**src/rtl/johnson_pkg.sv**
```systemverilog
// Shared definitions for the Johnson counter monitor: legal code table,
// FSM state encodings and active-low 7-segment (gfedcba) digit patterns.
package johnson_pkg;

  localparam logic [3:0] JCODE_S0 = 4'b0000;
  localparam logic [3:0] JCODE_S1 = 4'b0001;
  localparam logic [3:0] JCODE_S2 = 4'b0011;
  localparam logic [3:0] JCODE_S3 = 4'b0111;
  localparam logic [3:0] JCODE_S4 = 4'b1111;
  localparam logic [3:0] JCODE_S5 = 4'b1110;
  localparam logic [3:0] JCODE_S6 = 4'b1100;
  localparam logic [3:0] JCODE_S7 = 4'b1000;

  typedef enum logic [1:0] {
    ST_SYNC  = 2'd0,
    ST_TRACK = 2'd1,
    ST_FAULT = 2'd2
  } state_t;

  localparam logic [6:0] SEG_D0 = 7'b1000000;
  localparam logic [6:0] SEG_D1 = 7'b1111001;
  localparam logic [6:0] SEG_D2 = 7'b0100100;
  localparam logic [6:0] SEG_D3 = 7'b0110000;
  localparam logic [6:0] SEG_D4 = 7'b0011001;
  localparam logic [6:0] SEG_D5 = 7'b0010010;
  localparam logic [6:0] SEG_D6 = 7'b0000010;
  localparam logic [6:0] SEG_D7 = 7'b1111000;
  localparam logic [6:0] SEG_E  = 7'b0000110;

  function automatic logic [6:0] seg_digit(input logic [2:0] i);
    logic [6:0] s;
    case (i)
      3'd0:    s = SEG_D0;
      3'd1:    s = SEG_D1;
      3'd2:    s = SEG_D2;
      3'd3:    s = SEG_D3;
      3'd4:    s = SEG_D4;
      3'd5:    s = SEG_D5;
      3'd6:    s = SEG_D6;
      default: s = SEG_D7;
    endcase
    return s;
  endfunction

endpackage

```
**src/rtl/johnson_decode.sv**
```systemverilog
// Combinational decode of a 4-bit Johnson code to its phase index;
// legal is low for the 8 codes that a healthy counter never produces.
module johnson_decode
  import johnson_pkg::*;
(
  input  logic [3:0] jin,
  output logic       legal,
  output logic [2:0] idx
);

  always_comb begin
    legal = 1'b1;
    idx   = 3'd0;
    case (jin)
      JCODE_S0: idx = 3'd0;
      JCODE_S1: idx = 3'd1;
      JCODE_S2: idx = 3'd2;
      JCODE_S3: idx = 3'd3;
      JCODE_S4: idx = 3'd4;
      JCODE_S5: idx = 3'd5;
      JCODE_S6: idx = 3'd6;
      JCODE_S7: idx = 3'd7;
      default:  legal = 1'b0;
    endcase
  end

endmodule

```
**src/rtl/johnson_monitor.sv**
```systemverilog
// Checks every step of an upstream 4-bit Johnson counter, counts rotations and
// latches a sticky fault. Optional seg output under JOHNSON_MONITOR_SEVSEG_EN.
module johnson_monitor
  import johnson_pkg::*;
#(
  parameter int WRAP_W     = 8,
  parameter bit ALLOW_HOLD = 1'b1
) (
  input  logic              clk,
  input  logic              rst,
  input  logic [3:0]        jin,
  input  logic              en,
  input  logic              clr,
  output logic [2:0]        idx,
  output logic              legal,
  output logic              err,
  output logic [WRAP_W-1:0] wraps,
`ifdef JOHNSON_MONITOR_SEVSEG_EN
  output logic [6:0]        seg,
`endif
  output logic [1:0]        state
);

  state_t            state_q, state_d;
  logic [2:0]        idx_q, idx_d;
  logic              legal_q;
  logic              err_q, err_d;
  logic [WRAP_W-1:0] wraps_q, wraps_d;
  logic              dec_legal;
  logic [2:0]        dec_idx;
  logic [2:0]        succ;
  logic              step_ok;

  johnson_decode u_decode (
    .jin   (jin),
    .legal (dec_legal),
    .idx   (dec_idx)
  );

  // idx_q doubles as the previous-sample index the step check compares to.
  assign succ    = idx_q + 3'd1;
  assign step_ok = dec_legal &&
                   ((en && (dec_idx == succ)) ||
                    ((dec_idx == idx_q) && (!en || ALLOW_HOLD)));

  always_comb begin
    state_d = state_q;
    idx_d   = idx_q;
    err_d   = err_q;
    wraps_d = wraps_q;
    case (state_q)
      ST_SYNC: begin
        if (dec_legal) begin
          state_d = ST_TRACK;
          idx_d   = dec_idx;
        end
      end
      ST_TRACK: begin
        if (step_ok) begin
          idx_d = dec_idx;
          if ((idx_q == 3'd7) && (dec_idx == 3'd0))
            wraps_d = wraps_q + WRAP_W'(1);
        end else begin
          state_d = ST_FAULT;
          err_d   = 1'b1;
        end
      end
      ST_FAULT: ;
      default: begin
        state_d = ST_SYNC;
        err_d   = 1'b1;
      end
    endcase
    // clr overrides everything this edge, including a concurrent violation.
    if (clr) begin
      state_d = ST_SYNC;
      err_d   = 1'b0;
      idx_d   = idx_q;
      wraps_d = wraps_q;
    end
  end

  always_ff @(posedge clk or negedge rst) begin
    if (!rst) begin
      state_q <= ST_SYNC;
      idx_q   <= 3'd0;
      legal_q <= 1'b0;
      err_q   <= 1'b0;
      wraps_q <= '0;
    end else begin
      state_q <= state_d;
      idx_q   <= idx_d;
      legal_q <= dec_legal;
      err_q   <= err_d;
      wraps_q <= wraps_d;
    end
  end

`ifdef JOHNSON_MONITOR_SEVSEG_EN
  logic [6:0] seg_q;

  always_ff @(posedge clk or negedge rst) begin
    if (!rst) seg_q <= SEG_D0;
    else      seg_q <= (state_d == ST_FAULT) ? SEG_E : seg_digit(idx_d);
  end

  assign seg = seg_q;
`endif

  assign idx   = idx_q;
  assign legal = legal_q;
  assign err   = err_q;
  assign wraps = wraps_q;
  assign state = state_q;

endmodule

```
**config.mk**
```make
export PLATFORM = sky130hd
export DESIGN_NAME = johnson_monitor
export DESIGN_NICKNAME = d
export VERILOG_FILES = /design/src/rtl/johnson_pkg.sv /design/src/rtl/johnson_decode.sv /design/src/rtl/johnson_monitor.sv
export SDC_FILE = /design/constraint.sdc
export NUM_CORES = 1
export LEC_CHECK = 0
export CORE_MARGIN = 3
export CORE_UTILIZATION = 40
export CTS_BUF_LIST = sky130_fd_sc_hd__clkbuf_16
export DETAILED_ROUTE_END_ITERATION = 8
export GPL_ROUTABILITY_DRIVEN = 0
export GPL_TIMING_DRIVEN = 0
export PLACE_DENSITY = 0.66
export SETUP_SLACK_MARGIN = 0.3
export SLEW_MARGIN = 20
export SYNTH_ARGS = -nofsm -noshare
export SYNTH_HDL_FRONTEND = slang
export SYNTH_SLANG_ARGS = --single-unit
```
**constraint.sdc**
```tcl
create_clock -name clk -period 2.1 [get_ports clk]
set_clock_uncertainty 0.15 [all_clocks]
set_input_delay 0.525 -clock clk [delete_from_list [all_inputs] [get_ports clk]]
set_output_delay 0.525 -clock clk [all_outputs]
set_load 0.005 [all_outputs]
```
==> results of run 1 <==
## logic make-up (layout without fill, tap and decap cells)
group           count (synthesis)  in the layout  synth area share
mux                             4              4            0.0520
xor+xnor                       10             10            0.0867
flops                          15             15             0.372
compound gates                 26             26             0.195
buf+inv                         7             55            0.0335
simple gates                   36             36             0.224
fa+ha+maj                       3              3            0.0372
## where the power goes
part / switching (mW) / internal [mW] / total [mW]
combinational: 0.208 / 0.276 / 0.484
clock: 0.104 / 0.251 / 0.355
sequential: 0.0349 / 0.318 / 0.353
## sequential cells by signal (all words and copies together) (netlist names)
name	flops
err	1
idx	3
legal	1
state	2
wraps	8
## how the worst min path moves through the flow
| stage | slack [ns] | start | cells past startpoint | end |
|---|---|---|---|---|
| CTS | 0.32 | wraps[7] | 1 | wraps[7] |
| floorplan | 0.08 | rst | 0 | err |
| finish | 0.32 | wraps[7] | 1 | wraps[7] |
| global placement | 0.31 | wraps[7] | 1 | wraps[7] |
| global route | 0.34 | wraps[7] | 1 | wraps[7] |
| detailed placement | 0.32 | wraps[7] | 1 | wraps[7] |
## area by class of cell
class | count | area [µm²] | area share
buffer | 4 | 52.6 | 0.0317
clock buffer | 3 | 75.1 | 0.0452
clock inverter | 1 | 3.75 | 0.00226
inverter | 3 | 11.3 | 0.00678
multi-input combinational | 79 | 709 | 0.427
sequential | 15 | 379 | 0.228
tap | 28 | 35.0 | 0.0211
timing repair buffer | 44 | 394 | 0.237
## worst max-delay path, delay by kind of cell, from the launching register on
family,cells,cell delay (ns)
flops,1,0.43
mux,1,0.31
simple gates,3,0.42
compound gates,3,0.57
fa+ha+maj,1,0.27
## cells in the final DEF, fill, tap and decap left out, types with 4 or more instances in the layout
master,instances
buf_4,20
clkdlybuf4s50_1,14
dfrtp_1,12
buf_6,6
nand2_1,5
o21ai_0,5
xnor2_1,5
nand2b_1,5
inv_1,4
xor2_1,4
nand4_1,4
mux2_4,4
## repair_timing
item | in CTS | in global routing
setup buffers | 19 | 4
pin swaps | 19 | 6
endpoints found under the setup margin | 27 | 18
endpoints found under the hold margin | 0 | 0
gates resized for setup | 32 | 14
## routing by layer
| layer | GRT usage | vias to the layer above | wire length, µm |
|---|---|---|---|
| met5 | 0 | - | 0 |
| met4 | 0.0407 | 0 | 23 |
| met3 | 0.0418 | 2 | 100 |
| met2 | 0.254 | 24 | 1180 |
| met1 | 0.203 | 423 | 1130 |
| li1 | - | 459 | - |
==> impl_metrics.env, run 1 <==
export IMPL_fin_setup_tns_ns=-0.870
export IMPL_ys_top_cells_by_count="dfrtp_1 (15), nand2_1 (8), o21ai_0 (8)"
export IMPL_grt_pass1_vias=917
export IMPL_postSynthCellCount=101
export IMPL_cts_root_buf="clkbuf_16"
export IMPL_crit_fanout=5
export IMPL_cts_htree_levels=1
export IMPL_worst_ep_arrival_time_ns=2.23
export IMPL_min_period_ns=2.26
export IMPL_ys_warn_count=0
export IMPL_track_usage=0.156
export IMPL_drtPass1Iterations=4
export IMPL_nFillCells=162
export IMPL_synth_nets=112
export IMPL_finish_instance_area_um2=1660
export IMPL_grt_pass1_wl_um=4010
export IMPL_drtIter0Drc=21
export IMPL_dpl_hpwl_um=1530
export IMPL_ys_seq_elements=15
export IMPL_clk_pin_slew_worst_paths_ns=0.05
export IMPL_holdCritPathClass="reg -> reg"
export IMPL_slowest_stage="dfrtp_2"
export IMPL_fin_crit_sh=1.08
export IMPL_final_layout_size_suffix_gt1_frac=0.436
export IMPL_worst_hold_slack_ns=0.316
export IMPL_drt_wirelength_per_cell_um=13.7
export IMPL_fp_dieW_um=56.2
export IMPL_dp_slack_ns=-0.786
export IMPL_cp_required_ns=2.07
export IMPL_numPortBuffers=21
export IMPL_synth_cell_area_um2=1010
export IMPL_r2r_end="idx[1]"
export IMPL_r2r_start="idx[1]"
export IMPL_max_freq_mhz=442
export IMPL_reg2reg_depth=8
export IMPL_path_class="reg -> reg"
export IMPL_antenna_found_initial=0
export IMPL_ir_drop_v=0.000569
export IMPL_floorplan_initialDensity=0.440
export IMPL_rsz0062_at_grt="yes"
export IMPL_drc=0
export IMPL_p_leak_nw=0.776
export IMPL_cts_tree="built"
export IMPL_overflow=0
export IMPL_synth_top_area_cell="dfrtp_1"
export IMPL_cp_cell_sequence="ha_4, nand2b_1, o32ai_2, a221o_1, and4_4, nand2b_4, o21bai_4, mux2_4"
export IMPL_final_nets=161
export IMPL_wirelength_um=2430
export IMPL_fp_row_count=17
export IMPL_diodes=0
export IMPL_dieArea_um2=3160
export IMPL_final_cell_count_no_fill=177
export IMPL_routed_via_density=5.13
export IMPL_setup_violations=10
export IMPL_synth_top_area_share=0.372
export IMPL_worst_pin_slew_ns=0.664
export IMPL_cts_buffers=3
export IMPL_clockBufferDepth=2
export IMPL_placed_area_um2=1300
export IMPL_synthToLayoutAreaGrowth_pct=64.4
export IMPL_yosys_top_cells_area="dfrtp_1 (37%), xnor2_1 (5.2%), o21ai_0 (4.0%)"
export IMPL_core_um2=2300
export IMPL_relSlewSlack=0.556
export IMPL_timing_final_max_slew_violations=0
export IMPL_cp_end_kind="register"
export IMPL_synth_most_common_cell="dfrtp_1"
export IMPL_ios=23
export IMPL_avgSynthCellArea_um2=10.0
export IMPL_hold_viol_final=0
export IMPL_setup_ws_ns=-0.161
export IMPL_synthFlopType="dfrtp_1"
export IMPL_holdBufCountCts=0
export IMPL_powerDensity_nw_per_um2=718
export IMPL_fin_total_pwr_mw=1.19
export IMPL_cpPeakStageDelay_ns=0.43
export IMPL_postLayoutCoreUtil=0.723
export IMPL_vias=908
export IMPL_synthArstFlopShare=1.00
export IMPL_r2r_slack_ns=-0.16
export IMPL_synth_edf_count=0
export IMPL_crit_start="idx[1]"
export IMPL_fp_dieH_um=56.2
export IMPL_worstSetupStartpointType="register"
export IMPL_drtAntennaViolNets=0
export IMPL_yosysSeqAreaShare=0.372
export IMPL_clk_latency_ns=0.24
export IMPL_dp_cells=150
export IMPL_status="finished with violations"
export IMPL_cap_violations=0
export IMPL_clock_sinks=15
export IMPL_violations="setup timing"
export IMPL_grt_max_degree=16
export IMPL_crit_path_end="idx[1]"
export IMPL_ys_types=38
(Power assumes the default switching activity.)
==> run 2, diff against run 1 <==
PLACE_DENSITY = 0.68   (was 0.66)
SYNTH_HIERARCHICAL = 1   (was default)
==> impl_metrics.env, run 2 <==
export IMPL_status="finished with violations"
export IMPL_violations="setup timing"
export IMPL_ir_drop_v=0.000711
export IMPL_vias=695
export IMPL_ys_types=27
export IMPL_fin_crit_sh=1.05
export IMPL_synth_most_common_cell="dfrtp_1"
export IMPL_numPortBuffers=22
export IMPL_synth_edf_count=0
export IMPL_setup_ws_ns=-0.114
export IMPL_hold_path_depth=2
export IMPL_worstHoldStart="err"
export IMPL_grt_max_degree=16
export IMPL_drc=0
export IMPL_drtAntennaViolNets=0
export IMPL_ys_top_cells_by_count="dfrtp_1 (15), xnor2_1 (8), nand4_1 (5), xor2_1 (5), mux2_1 (4)"
export IMPL_dieArea_um2=2640
export IMPL_mostFrequentLayoutCells="buf_4 (17), dfrtp_1 (14), clkdlybuf4s50_1 (12), xnor2_1 (7)"
export IMPL_holdCritPathClass="reg -> reg"
export IMPL_final_layout_size_suffix_gt1_frac=0.342
export IMPL_wirelength_um=1890
export IMPL_path_class="in -> reg"
export IMPL_clk_pin_slew_worst_paths_ns=0.05
export IMPL_clockBufferDepth=2
export IMPL_synth_top_area_share=0.455
export IMPL_largest_register_ffs=8
export IMPL_setup_violations=12
export IMPL_max_freq_mhz=452
export IMPL_hold_viol_final=0
export IMPL_slowest_stage="or3_4"
export IMPL_rsz0062_at_grt="yes"
export IMPL_cts_root_buf="clkbuf_16"
export IMPL_fp_dieH_um=51.4
export IMPL_holdBufCountCts=0
export IMPL_dpl_hpwl_um=1220
export IMPL_min_period_ns=2.21
export IMPL_reg2reg_depth=6
export IMPL_final_common_cell="buf_4"
export IMPL_relSlewSlack=0.566
export IMPL_cts_buffers=3
export IMPL_worst_ep_arrival_time_ns=2.19
export IMPL_avgSynthCellArea_um2=11.3
export IMPL_clock_sinks=15
export IMPL_drtIter0Drc=1
export IMPL_track_usage=0.170
export IMPL_wl_met1_um=817
export IMPL_yosysSeqAreaShare=0.455
export IMPL_drtPass1Iterations=2
export IMPL_crit_fanout=8
export IMPL_floorplan_initialDensity=0.448
export IMPL_timing_final_max_slew_violations=0
export IMPL_synthToLayoutAreaGrowth_pct=65.3
export IMPL_final_nets=129
export IMPL_fp_dieW_um=51.4
export IMPL_powerDensity_nw_per_um2=740
export IMPL_grt_pass1_wl_um=3260
export IMPL_ys_warn_count=6
export IMPL_p_leak_nw=0.702
export IMPL_worst_pin_slew_ns=0.649
export IMPL_routed_via_density=4.89
export IMPL_cp_required_ns=2.08
export IMPL_dp_cells=120
export IMPL_cpPeakStageDelay_ns=0.42
export IMPL_ys_seq_elements=15
export IMPL_r2r_end="wraps[1]"
export IMPL_postLayoutCoreUtil=0.741
export IMPL_synthFlopType="dfrtp_1"
export IMPL_final_cell_count_no_fill=142
export IMPL_cts_tree="built"
export IMPL_fp_row_count=15
export IMPL_r2r_slack_ns=-0.02
export IMPL_r2r_start="idx[0]"
export IMPL_met3WireLength_um=91
export IMPL_cp_cell_sequence="buf_8, or2_1, a21boi_4, xor2_1, or3_4, a21oi_4, mux2_4"
export IMPL_worstSetupStartpointType="input port"
export IMPL_ios=23
export IMPL_overflow=0
export IMPL_synth_top_area_cell="dfrtp_1"
export IMPL_fin_total_pwr_mw=1.01
export IMPL_cap_violations=0
export IMPL_synthArstFlopShare=1.00
export IMPL_dr_wl_met2_um=923
export IMPL_cts_htree_levels=1
export IMPL_antenna_found_initial=0
export IMPL_highest_layer="met4"
export IMPL_yosys_top_cells_area="dfrtp_1 (46%), xnor2_1 (8.5%), mux2_1 (5.5%)"
export IMPL_drt_wirelength_per_cell_um=13.3
export IMPL_synth_cell_area_um2=825
export IMPL_diodes=0
export IMPL_postSynthCellCount=73
export IMPL_clk_latency_ns=0.24
export IMPL_core_um2=1840
export IMPL_grt_pass1_vias=727
export IMPL_synth_nets=84
export IMPL_hold_end="err"
export IMPL_cp_end_kind="register"
export IMPL_dp_slack_ns=-0.875
run 2: changes by cell type in the layout (fill, tap and decap cells not counted), sizes merged, moves of 4 or more:
cell / before / now
nor2: 4 / 0
o211ai: 4 / 0
and2: 0 / 4
buf: 29 / 22
nand2b: 6 / 2
nand2: 8 / 3
o21ai: 8 / 1
run 2: per-stage QoR:
step / hold slack (ns) / instance area, µm² / TNS (ns)
4_1_cts: 0.322 / 1320 / -0.836
5_1_grt: 0.407 / 1360 / -2.05
2_1_floorplan: 0.0794 / 845 / -1.22
6_report: 0.375 / 1360 / -0.832
3_5_place_dp: 0.315 / 1100 / -11.04
3_3_place_gp: 0.310 / 1100 / -10.97
run 2: layer usage:
layer  vias to the layer above  global-route usage
li1                        343                   -
met1                       329               0.193
met2                        16               0.284
met3                         7              0.0525
met4                         0              0.0830
met5                         -                   0
run 2: area by class of cell:
class	count	area, µm²
Timing Repair Buffer	40	365
Clock inverter	1	3.75
Tap cell	25	31.3
Fill cell	137	477
Multi-Input combinational cell	55	499
Sequential cell	15	377
Clock buffer	3	75.1
Inverter	3	11.3
run 2: how the worst max path moves through the flow:
stage | from | end | cells after the start | slack (ns)
after global routing | jin[0] | wraps[6] | 8 | -0.21
final | jin[0] | wraps[1] | 7 | -0.11
after detailed placement | jin[3] | wraps[1] | 7 | -0.88
after floorplan | jin[3] | wraps[1] | 6 | -0.16
after global placement | jin[3] | wraps[1] | 7 | -0.88
after CTS | jin[0] | wraps[1] | 7 | -0.12
run 2: report_power, final:
| group | switching (mW) | total (mW) | leakage (nW) | internal (mW) |
|---|---|---|---|---|
| Combinational | 0.134 | 0.313 | 0.459 | 0.179 |
| Clock | 0.111 | 0.363 | 0.0423 | 0.252 |
| Sequential | 0.0152 | 0.332 | 0.201 | 0.317 |
| Total | 0.260 | 1.01 | 0.702 | 0.748 |
run 2: logic make-up after synthesis:
| family | Yosys count | synth area share |
|---|---|---|
| xor+xnor | 13 | 0.138 |
| compound gates | 7 | 0.0622 |
| fa+ha+maj | 3 | 0.0455 |
| simple gates | 24 | 0.181 |
| buf+inv | 3 | 0.0137 |
| mux | 8 | 0.105 |
| flops | 15 | 0.455 |
run 2: timing repair:
item,4_1_cts,5_1_grt
pin swaps,11,4
resized for setup,32,8
buffers inserted,16,2
endpoints found under the setup margin,26,19
run 2: critical path, delay by kind of cell:
kind | cells | cell delay (ns)
simple gates | 2 | 0.67
compound gates | 2 | 0.47
mux | 1 | 0.32
buf+inv | 1 | 0.10
xor+xnor | 1 | 0.09
==> run 3, diff against run 2 <==
CORE_UTILIZATION = 34   (was 40)
PLACE_DENSITY = 0.59   (was 0.68)
==> impl_metrics.env, run 3 (synthesis results as in run 2) <==
export IMPL_fin_crit_sh=1.06
export IMPL_min_period_ns=2.23
export IMPL_path_class="in -> reg"
export IMPL_final_layout_size_suffix_gt1_frac=0.375
export IMPL_wl_met1_um=846
export IMPL_synthToLayoutAreaGrowth_pct=70.1
export IMPL_drt_wirelength_per_cell_um=13.2
export IMPL_floorplan_initialDensity=0.366
export IMPL_crit_fanout=8
export IMPL_rsz0062_at_grt="yes"
export IMPL_clockBufferDepth=2
export IMPL_final_cell_count_no_fill=148
export IMPL_timing_final_max_slew_violations=0
export IMPL_r2r_start="idx[0]"
export IMPL_multi_input_area_um2=500
export IMPL_dieArea_um2=3050
export IMPL_cp_required_ns=2.08
export IMPL_relSlewSlack=0.538
export IMPL_core_um2=2250
export IMPL_final_common_cell="buf_4"
export IMPL_drtAntennaViolNets=0
export IMPL_ios=23
export IMPL_dpl_hpwl_um=1220
export IMPL_fp_row_count=17
export IMPL_hold_viol_final=0
export IMPL_crit_path_end="wraps[1]"
export IMPL_cap_violations=0
export IMPL_met3WireLength_um=78
export IMPL_highest_layer="met4"
export IMPL_crit_start="jin[0]"
export IMPL_powerDensity_nw_per_um2=731
export IMPL_ir_drop_v=0.000571
export IMPL_clk_pin_slew_worst_paths_ns=0.05
export IMPL_dr_wl_met2_um=1000
export IMPL_worstSetupStartpointType="input port"
export IMPL_final_nets=132
export IMPL_status="finished with violations"
export IMPL_worst_ep_arrival_time_ns=2.21
export IMPL_cts_tree="built"
export IMPL_track_usage=0.141
export IMPL_vias=699
export IMPL_clock_sinks=15
export IMPL_grt_pass1_vias=733
export IMPL_grt_max_degree=16
export IMPL_cp_end_kind="register"
export IMPL_p_leak_nw=0.767
export IMPL_diodes=0
export IMPL_routed_via_density=4.72
export IMPL_drtIter0Drc=13
export IMPL_wirelength_um=1950
export IMPL_numPortBuffers=22
export IMPL_overflow=0
export IMPL_drc=0
export IMPL_worst_pin_slew_ns=0.691
export IMPL_clk_latency_ns=0.24
export IMPL_fin_total_pwr_mw=1.03
export IMPL_grt_pass1_wl_um=3420
export IMPL_cts_buffers=3
export IMPL_r2r_slack_ns=-0.07
export IMPL_dp_cells=123
export IMPL_max_freq_mhz=448
export IMPL_violations="setup timing"
export IMPL_cts_htree_levels=1
export IMPL_antenna_found_initial=0
export IMPL_cts_root_buf="clkbuf_16"
export IMPL_reg2reg_depth=6
export IMPL_drtPass1Iterations=4
export IMPL_fp_dieW_um=55.2
export IMPL_holdBufCountCts=0
export IMPL_largest_register_ffs=8
export IMPL_nFillCells=192
export IMPL_fp_dieH_um=55.2
export IMPL_r2r_end="wraps[1]"
export IMPL_holdCritPathClass="reg -> reg"
export IMPL_mostFrequentLayoutCells="buf_4 (20), dfrtp_1 (15), clkdlybuf4s50_1 (9), xnor2_1 (8)"
export IMPL_ff_latch_area_um2=375
export IMPL_setup_ws_ns=-0.131
export IMPL_setup_violations=11
## run 3: report_power, final
part / leakage (nW) / total (mW) / switching, mW / internal (mW)
logic: 0.522 / 0.331 / 0.140 / 0.192
clock network: 0.0423 / 0.362 / 0.111 / 0.252
registers: 0.203 / 0.332 / 0.0151 / 0.317
total: 0.767 / 1.03 / 0.265 / 0.760
## run 3: layout make-up
type,instances,share of cell area
Multi-Input combinational cell,55,0.357
Timing Repair Buffer,43,0.286
Sequential cell,15,0.268
Clock buffer,3,0.0535
Tap cell,28,0.0250
Inverter,3,0.00803
Clock inverter,1,0.00268
## run 3: worst max-delay path, cell delays in order
cell and delay, ns:
buf_8 0.10, or2b_1 0.27, a21oi_2 0.20, xor2_1 0.22
nand4_1 0.23, a21oi_4 0.33, mux2_4 0.33
## run 3: worst min path at each step
stage / slack, ns / cells past startpoint / startpoint / to
final: 0.32 / 1 / wraps[7] / wraps[7]
after global routing: 0.34 / 1 / wraps[7] / wraps[7]
after CTS: 0.33 / 1 / wraps[7] / wraps[7]
after detailed placement: 0.32 / 1 / wraps[7] / wraps[7]
after global placement: 0.31 / 1 / wraps[7] / wraps[7]
after floorplan: 0.08 / 0 / rst / err
## run 3: routing by layer
layer | global-route usage | up-vias
met3 | 0.0514 | 4
met4 | 0.0417 | 0
met2 | 0.233 | 12
met5 | 0 | -
met1 | 0.171 | 334
li1 | - | 349
## run 3: per-stage QoR
| step | instance area (µm²) | util | TNS, ns | setup slack [ns] | hold WS (ns) |
|---|---|---|---|---|---|
| after floorplan | 845 | - | -1.22 | -0.162 | 0.0794 |
| after global placement | 1100 | 0.488 | -10.85 | -0.873 | 0.312 |
| after detailed placement | 1100 | 0.488 | -11.30 | -0.899 | 0.321 |
| after CTS | 1350 | 0.600 | -0.674 | -0.117 | 0.327 |
| after global routing | 1400 | 0.622 | -2.36 | -0.237 | 0.338 |
| final | 1400 | 0.622 | -0.883 | -0.131 | 0.319 |
## run 3: timing repair
item | 4_1_cts | 5_1_grt
gates resized for setup | 34 | 10
setup endpoints to repair | 26 | 19
setup buffers | 18 | 3
pin swaps | 12 | 5
gates cloned | 0 | 0
